[config.mk]
export PLATFORM = sky130hd
export DESIGN_NAME = lsu_mem_ctrl
export DESIGN_NICKNAME = d
export VERILOG_FILES = /design/src/rtl/lsu_mem_ctrl.sv
export SDC_FILE = /design/constraint.sdc
export NUM_CORES = 1
export LEC_CHECK = 0
export ABC_AREA = 1
export ABC_CLOCK_PERIOD_IN_PS = 2300
export BUFFER_PORTS_ARGS = -buffer_cell sky130_fd_sc_hd__buf_2
export CORE_MARGIN = 4
export CORE_UTILIZATION = 50
export CTS_CLUSTER_SIZE = 40
export DETAILED_ROUTE_END_ITERATION = 7
export GPL_TIMING_DRIVEN = 0
export HOLD_SLACK_MARGIN = 0.08
export PLACE_DENSITY = 0.79
export RECOVER_POWER = 50
export REMOVE_ABC_BUFFERS = 1
export SYNTH_ARGS = -nofsm -noshare
export SYNTH_HDL_FRONTEND = slang
export SYNTH_SLANG_ARGS = --single-unit
[constraint.sdc]
create_clock -name clk -period 2.3 [get_ports clk]
set_input_delay 0.46 -clock clk [delete_from_list [all_inputs] [get_ports clk]]
set_output_delay 0.46 -clock clk [all_outputs]
set_load 0.05 [all_outputs]
[src/rtl/lsu_mem_ctrl.sv]
// Load/store controller in front of the single-port data SRAM: byte/half/word, split misaligned accesses.
// Latency from accept edge: response in cycle 2 (single word), cycle 3 (split), cycle 1 (illegal size).
// No response back-pressure; req_ready is high only in IDLE, and requests while busy are ignored.
module lsu_mem_ctrl #(
    parameter int AWIDTH = 12
) (
    input  logic              clk,
    input  logic              rstn,
    input  logic              req_valid,
    output logic              req_ready,
    input  logic              req_we,
    input  logic [31:0]       req_addr,
    input  logic [1:0]        req_size,
    input  logic              req_unsigned,
    input  logic [31:0]       req_wdata,
    output logic              rsp_valid,
    output logic [31:0]       rsp_rdata,
    output logic              rsp_err,
    output logic              mem_csn,
    output logic [AWIDTH-1:0] mem_addr,
    output logic              mem_wen,
    output logic [3:0]        mem_be,
    output logic [31:0]       mem_di,
    input  logic [31:0]       mem_dout
);

    typedef enum logic [1:0] {IDLE, ACC0, ACC1, RESP} state_t;

    state_t      state;
    logic        r_we;
    logic        r_unsigned;
    logic [1:0]  r_off;
    logic [1:0]  r_size;
    logic [7:0]  r_lanes;
    logic [31:0] r_di_hi;
    logic [31:0] lo;

    logic [7:0]  in_mask;
    logic [7:0]  in_lanes;
    logic [63:0] in_wide;

    // Address bits above the SRAM word range are deliberately ignored.
    logic unused_addr_bits;
    assign unused_addr_bits = ^req_addr[31:AWIDTH+2];

    assign req_ready = (state == IDLE) && rstn;

    // Byte-lane footprint and lane-aligned write data of the incoming request over two words.
    always_comb begin
        in_mask = 8'h00;
        case (req_size)
            2'b00:   in_mask = 8'h01;
            2'b01:   in_mask = 8'h03;
            default: in_mask = 8'h0F;
        endcase
        in_lanes = in_mask << req_addr[1:0];
        in_wide  = {32'b0, req_wdata} << {req_addr[1:0], 3'b000};
    end

    // Realign the two-word window by the byte offset, keep the access width, then extend.
    function automatic logic [31:0] extend(input logic [63:0] pair, input logic [1:0] off,
                                           input logic [1:0] size, input logic uns);
        logic [63:0] sh;
        logic [31:0] raw;
        sh  = pair >> {off, 3'b000};
        raw = sh[31:0];
        case (size)
            2'b00:   extend = uns ? {24'b0, raw[7:0]}  : {{24{raw[7]}}, raw[7:0]};
            2'b01:   extend = uns ? {16'b0, raw[15:0]} : {{16{raw[15]}}, raw[15:0]};
            default: extend = raw;
        endcase
    endfunction

    // Control FSM with all SRAM and response outputs registered so the SRAM sees glitch-free signals.
    always_ff @(posedge clk) begin
        if (!rstn) begin
            state      <= IDLE;
            r_we       <= 1'b0;
            r_unsigned <= 1'b0;
            r_off      <= 2'b00;
            r_size     <= 2'b00;
            r_lanes    <= 8'h00;
            r_di_hi    <= 32'h0;
            lo         <= 32'h0;
            mem_csn    <= 1'b1;
            mem_wen    <= 1'b1;
            mem_be     <= 4'h0;
            mem_di     <= 32'h0;
            mem_addr   <= '0;
            rsp_valid  <= 1'b0;
            rsp_rdata  <= 32'h0;
            rsp_err    <= 1'b0;
        end else begin
            case (state)
                IDLE: begin
                    if (req_valid) begin
                        r_we       <= req_we;
                        r_unsigned <= req_unsigned;
                        r_off      <= req_addr[1:0];
                        r_size     <= req_size;
                        r_lanes    <= in_lanes;
                        r_di_hi    <= in_wide[63:32];
                        if (req_size == 2'b11) begin
                            // Illegal size: answer immediately, never touch the SRAM.
                            state     <= RESP;
                            rsp_valid <= 1'b1;
                            rsp_err   <= 1'b1;
                            rsp_rdata <= 32'h0;
                        end else begin
                            state    <= ACC0;
                            mem_csn  <= 1'b0;
                            mem_wen  <= ~req_we;
                            mem_addr <= req_addr[AWIDTH+1:2];
                            mem_be   <= in_lanes[3:0];
                            mem_di   <= in_wide[31:0];
                        end
                    end
                end
                ACC0: begin
                    if (!r_we) begin
                        lo <= mem_dout;
                    end
                    if (|r_lanes[7:4]) begin
                        // Crossing into the next word; the address wraps at the top of the SRAM.
                        state    <= ACC1;
                        mem_addr <= mem_addr + 1'b1;
                        mem_be   <= r_lanes[7:4];
                        mem_di   <= r_di_hi;
                    end else begin
                        state     <= RESP;
                        mem_csn   <= 1'b1;
                        mem_wen   <= 1'b1;
                        mem_be    <= 4'h0;
                        mem_di    <= 32'h0;
                        rsp_valid <= 1'b1;
                        rsp_err   <= 1'b0;
                        rsp_rdata <= r_we ? 32'h0
                                          : extend({32'h0, mem_dout}, r_off, r_size, r_unsigned);
                    end
                end
                ACC1: begin
                    // The upper word feeds the response directly instead of being held in a register.
                    state     <= RESP;
                    mem_csn   <= 1'b1;
                    mem_wen   <= 1'b1;
                    mem_be    <= 4'h0;
                    mem_di    <= 32'h0;
                    rsp_valid <= 1'b1;
                    rsp_err   <= 1'b0;
                    rsp_rdata <= r_we ? 32'h0
                                      : extend({mem_dout, lo}, r_off, r_size, r_unsigned);
                end
                RESP: begin
                    state     <= IDLE;
                    rsp_valid <= 1'b0;
                    rsp_err   <= 1'b0;
                    rsp_rdata <= 32'h0;
                end
                default: state <= IDLE;
            endcase
        end
    end

endmodule

==> flow_summary.ini, run 1 <==
[sta]
finalClockSkew_ns = 0.0106
setup_slack_ns = 0.141
finalSetupTns_ns = 0
period_minus_slack_ns = 2.16
hold_viol = 0
rsz0062_at_grt = true
relSlewSlack = 0.378
maxSlewViolCount = 0
setup_viol = 0
max_freq_mhz = 463
post-route-period-util = 0.939
tightest_slew_ns = 0.932

[worst_setup_path]
cp_top_family = buffers and inverters
cp.arrival_ns = 2.52
required_ns = 2.67
cp_max_fo = 32
slowest_delay_ns = 0.53
cpMostUsedCell = nor2_1
criticalPathCategory = register to register
crit_chain = inv_1, ha_4, nand2_4, nor2_1, dlymetal6s2s_1, a22oi_1, nor2_1
end_kind = register
path_buf_inv = 2
critPathLaunchType = register
cp_slowest_cell = dlymetal6s2s_1

[drt]
first_pass_iters = 6
vias = 9648
post_drt_wl_per_cell_um = 16.0
wirelength_mm = 26.9
drtIter0Drc = 1030
postRouteAntennaNets = 0
viasPerCell = 5.72
drc = 0

[pwr]
p_per_area_nw_per_um2 = 1180
clockPowerShare = 0.242
switching_share = 0.469
p_switching_mw = 5.58
pwr-share-seq = 0.304
combPwrFrac = 0.454
leakage_nw = 4.24
internal_power_mw = 6.31
irDropWorstVdd_mv = 0.838

[placed_design]
routabilityCongestion = 0.881
placed_area_um2 = 9160
pre_cts_ws_ns = -1.46
io_buffers = 169
dp_hpwl_mm = 15.7

[min_path]
holdCritPathClass = primary input to register

[cts]
cts-htree-levels = 4
cts_made_buffers = 17
clkTransAtPathRegs_ns = 0.07
clock_path_buffers = 2
root_buffer = clkbuf_16
cts_sinks = 151
cts_tree = built
clock_latency_ns = 0.43

[grt]
grt-ovfl-total = 0
grt_use_met2 = 0.435
gr-usage-met3 = 0.0577
antenna_found_initial = 2
use_met1 = 0.369
grt_max_degree = 87
top_usage_layer = met2
grt_pass1_vias = 8626
grtUsageTotal = 0.279
grt_pass1_wl_mm = 42.2

[floorplanning]
io_pins = 188
rows = 47
die_h_um = 138
die_area_um2 = 19000
coreArea_um2 = 16500
die_w_um = 138
start_util = 0.510

[final_layout]
syn_to_final_growth_pct = 19.7
mostFrequentLayoutCells = nand2_1 (412), o21ai_0 (159), dfxtp_1 (148)
fin_nets = 1560
fin_util = 0.611
drive_gt1_frac = 0.135
final.fill_count = 1592
final_common_cell = nand2_1
design_area_um2 = 10100

[yosys]
syn_avg_cell_area_um2 = 6.35
synth-edff-count = 0
synth_cell_types = 41
yosysSeqAreaShare = 0.359
syn-instance-count = 1326
netlist_area_um2 = 8430
synth-seq-cells = 151
yosysWarningCount = 0
ys.flop_type = dfxtp_1
async_flop_share = 0

[outcome]
status = finished clean

[run]
maxCapViolCount = 0
[cell families after synthesis]
kind of cell | Yosys count | synth area share
compound gates | 350 | 0.222
xor+xnor | 1 | 0.00104
fa+ha+maj | 6 | 0.00891
buf+inv | 162 | 0.0839
flops | 151 | 0.359
mux | 3 | 0.00356
simple gates | 653 | 0.322
[power groups by stage]
stage               clock, mW  combinational [mW]  sequential (mW)
floorplan                   0                2.45             4.63
global placement            0                4.69             3.68
detailed placement          0                4.82             3.65
CTS                      2.90                5.33             3.60
global route             3.01                5.89             3.68
finish                   2.87                5.40             3.62
[tightest hold or removal path: cells and delay by family]
kind,cells,cell delay (ns)
compound gates,1,0.05
buf+inv,1,0.10
simple gates,1,0.05
[registers in the layout (all words and copies together) (netlist names), 2 cells and up]
register   flops
rsp_rdata     32
r_di_hi       24
mem_addr      12
r_lanes        3
r_size         2
lo            32
mem_di        32
state          2
r_off          2
mem_be         4
[per-stage QoR]
step                hold WS [ns]  instances  power [mW]
floorplan                  0.424       1234        7.07
global placement           0.436       1623        8.37
detailed placement         0.443       1626        8.47
CTS                        0.272       1680        11.8
global route               0.285       1686        12.6
finish                     0.279       1687        11.9
[final timing paths]
check             depth (start not counted)                   from  slack (ns)                  endpoint
setup / recovery                          7  state[0]$_SDFFE_PN0N_        0.14  r_di_hi[16]$_SDFFE_PN0P_
hold / removal                            3           req_addr[10]        0.28  mem_addr[8]$_SDFFE_PN0P_
setup reg to reg                          7  state[0]$_SDFFE_PN0N_        0.14  r_di_hi[16]$_SDFFE_PN0P_
hold reg to reg                           2     lo[0]$_SDFFE_PN0P_        0.45        lo[0]$_SDFFE_PN0P_
[cell usage after synthesis (5+ instances only)]
master	n	area [µm²]
nand2_1	413	1550
o21ai_0	159	796
dfxtp_1	151	3020
a21oi_1	135	676
nand3_1	109	546
nor2_1	104	390
inv_1	62	233
buf_2	37	185
clkbuf_1	37	139
a31oi_1	11	68.8
o21ai_1	11	55.1
o211ai_1	9	67.6
a22oi_1	8	60.1
or2_2	8	50.1
buf_1	7	26.3
ha_1	6	75.1
inv_2	6	22.5
buf_4	5	37.5
o221a_2	5	56.3
o22ai_1	5	31.3
[layout make-up]
class | count | area [µm²] | share of cell area
timing repair buffer | 193 | 1030 | 0.102
multi-input combinational | 1016 | 4820 | 0.478
timing repair inverter | 2 | 15.0 | 0.00149
clock buffer | 18 | 439 | 0.0435
tap | 220 | 275 | 0.0273
antenna | 3 | 7.51 | 0.000744
inverter | 70 | 300 | 0.0298
clock inverter | 14 | 163 | 0.0161
sequential | 151 | 3030 | 0.301
[routing by layer]
metal / up-vias / part of all wire
li1: 4648 / -
met1: 4346 / 0.41
met2: 552 / 0.45
met3: 102 / 0.10
met4: 0 / 0.038
met5: - / 0
[timing repair]
action	in CTS	in global routing
pin swaps	8	2
hold buffers	0	0
setup buffers	18	3
endpoints found under the setup margin	146	118
cloned	4	1
hold endpoints to repair	0	0
gates resized for setup	31	13
(Power assumes the default switching activity.)
==> inputs of run 2 (changes only) <==
- ABC_AREA: 1 -> default
==> run 2 against run 1 <==
  * Highest routed layer is now met5
  * Critical path type unchanged
  * Global-route usage down 0.47 points
  * Core utilization down 0.55 points
  * Synthesized cell count down 24%
  * Worst setup slack worse by 0.082 ns
  * Fmax down 3.6%
  * Clock skew down 0.0045 ns
==> flow_summary.ini, run 2 <==
[yosys]
yosysWarningCount = 0
netlist_area_um2 = 8100
synth-edff-count = 0
syn-instance-count = 1013
ys_top_cells_by_area = dfxtp_1 (37%), mux2i_1 (7.9%), nand2_1 (7.6%)
async_flop_share = 0
yosysSeqAreaShare = 0.373
ys.flop_type = dfxtp_1
synth_area_leader_cell = dfxtp_1
synth-seq-cells = 151
synth_cell_types = 58
yosysMostFrequentCell = nand2_1
yosys-top-cells-count = nand2_1 (163), dfxtp_1 (151), nor2_1 (124)
syn_avg_cell_area_um2 = 8.00
synth_top_cell_area_share = 0.373

[cts]
cts_tree = built
cts_sinks = 151
clock_path_buffers = 2
cts-htree-levels = 4
clkTransAtPathRegs_ns = 0.06
root_buffer = clkbuf_16
hold_buffers = 0
clock_latency_ns = 0.43
cts_made_buffers = 17

[sta]
post-route-period-util = 0.974
max_freq_mhz = 446
holdWs_ns = 0.288
period_minus_slack_ns = 2.24
finalSetupTns_ns = 0
setup_viol = 0
finalClockSkew_ns = 0.00613
setup_slack_ns = 0.0596
hold_viol = 0
relSlewSlack = 0.442
tightest_slew_ns = 0.834
rsz0062_at_grt = false
maxSlewViolCount = 0

[placed_design]
dp_cells = 1316
placed_area_um2 = 8920
routabilityCongestion = 0.883
dp_hpwl_mm = 16.0
pre_cts_ws_ns = -1.62
io_buffers = 169

[final_layout]
final.fill_count = 1489
fin_util = 0.605
design_area_um2 = 9610
fin_nets = 1243
final_cells = 1365
mostFrequentLayoutCells = nand2_1 (161), dfxtp_1 (148), nor2_1 (120)
drive_gt1_frac = 0.167
syn_to_final_growth_pct = 18.6
final_common_cell = nand2_1
reg_top3 = lo: 32 flops, mem_di: 32 flops, rsp_rdata: 32 flops
seq_area_um2 = 3030
multi_input_area_um2 = 4770

[grt]
grt_max_degree = 70
grtUsageTotal = 0.274
grt-ovfl-total = 0
antenna_found_initial = 2
grt_pass1_vias = 7842
grt_pass1_wl_mm = 40.4

[drt]
vias = 8502
drtIter0Drc = 863
first_pass_iters = 6
wirelength_mm = 26.1
viasPerCell = 6.23
post_drt_wl_per_cell_um = 19.1
drc = 0
postRouteAntennaNets = 0

[worst_setup_path]
cp_top_family = simple AND/OR/NAND/NOR gates
cp_num_cells = 7
crit_chain = inv_1, ha_4, nand2_1, a2111o_1, nor2_1, nand2_1, nand3_1
critPathLaunchType = register
endpoint = rsp_rdata[20]$_SDFFE_PN0P_
r2r_setup_slack_ns = 0.06
cpMostUsedCell = nand2_1
crit_path_start = state[1]$_SDFFE_PN0N_
path_buf_inv = 1
cp_max_fo = 16
rr_endpoint = rsp_rdata[20]$_SDFFE_PN0P_
cp_slowest_cell = ha_4
required_ns = 2.67
ff2ff_path_depth = 7
slowest_delay_ns = 0.45
criticalPathCategory = register to register
worstReg2RegStart = state[1]$_SDFFE_PN0N_
end_kind = register
cp.arrival_ns = 2.61

[floorplanning]
die_w_um = 135
die_area_um2 = 18300
rows = 46
coreArea_um2 = 15900
die_h_um = 135
io_pins = 188
start_util = 0.510

[pwr]
leakage_nw = 3.56
irDropWorstVdd_mv = 0.829
power_mw = 13.4
p_per_area_nw_per_um2 = 1390

[outcome]
status = finished clean

[min_path]
holdCritPathClass = primary input to register

[run]
maxCapViolCount = 0
==> run 2: changes by cell type after synthesis, moves of 23 or more <==
cell      delta
nand2_1    -250
inv_1       -57
o21ai_0    -124
nor3_1      +29
nand3_1     -85
mux2_2      +23
a21oi_1     -66
a221oi_1    +23
mux2i_1     +61
==> run 2: cell families (layout without fill, tap and decap cells) <==
logic type	Yosys count	count (layout)	synth area share
adder cells (fa/ha/maj)	6	6	0.00927
flip-flops	151	151	0.373
AND/OR/NAND/NOR	401	404	0.214
other	0	2	0
XOR/XNOR	1	1	0.00108
AO/OA/AOI/OAI	275	275	0.239
buffers and inverters	92	223	0.0521
multiplexers	87	87	0.111
==> run 2: what timing repair did <==
item	CTS	global route
resized for setup	19	7
endpoints found under the setup margin	148	62
pin swaps	2	0
cloned	3	0
setup buffers	8	4
==> run 2: report_power, final <==
group	total (mW)	internal (mW)	switching, mW
clock network	2.73	1.52	1.22
logic	6.80	1.97	4.83
registers	3.83	3.29	0.542
total	13.4	6.78	6.59
==> run 2: worst min path at each step <==
| stage | start | to | slack, ns | cells after the start |
|---|---|---|---|---|
| after CTS | req_we | r_we$_SDFFE_PN0P_ | 0.28 | 3 |
| after detailed placement | rsp_rdata[3]$_SDFFE_PN0P_ | rsp_rdata[3]$_SDFFE_PN0P_ | 0.44 | 2 |
| after global routing | mem_dout[18] | lo[18]$_SDFFE_PN0P_ | 0.29 | 3 |
| after floorplan | lo[2]$_SDFFE_PN0P_ | lo[2]$_SDFFE_PN0P_ | 0.43 | 2 |
| final | mem_dout[22] | lo[22]$_SDFFE_PN0P_ | 0.29 | 3 |
| after global placement | lo[4]$_SDFFE_PN0P_ | lo[4]$_SDFFE_PN0P_ | 0.44 | 2 |
==> run 2: final cells by class <==
cell class | instances | share of cell area
multi-input cells | 773 | 0.497
flip-flops and latches | 151 | 0.315
repair buffers | 184 | 0.0961
clock buffers | 17 | 0.0443
well taps | 216 | 0.0281
clock inverters | 15 | 0.0148
inverters | 7 | 0.00391
diodes | 2 | 0.000521
==> run 2: worst reg2reg max path, delay by kind of cell, from the launching register on <==
family	cells	cell delay (ns)
buf+inv	1	0.17
compound gates	1	0.42
fa+ha+maj	1	0.45
simple gates	4	0.72
flops	1	0.43
==> run 2: layer usage <==
| layer | vias up | track usage | wire length, µm |
|---|---|---|---|
| li1 | 3919 | - | - |
| met1 | 4032 | 0.359 | 10500 |
| met2 | 495 | 0.436 | 12000 |
| met3 | 54 | 0.0728 | 2860 |
| met4 | 2 | 0.0991 | 631 |
| met5 | - | 0 | 7 |
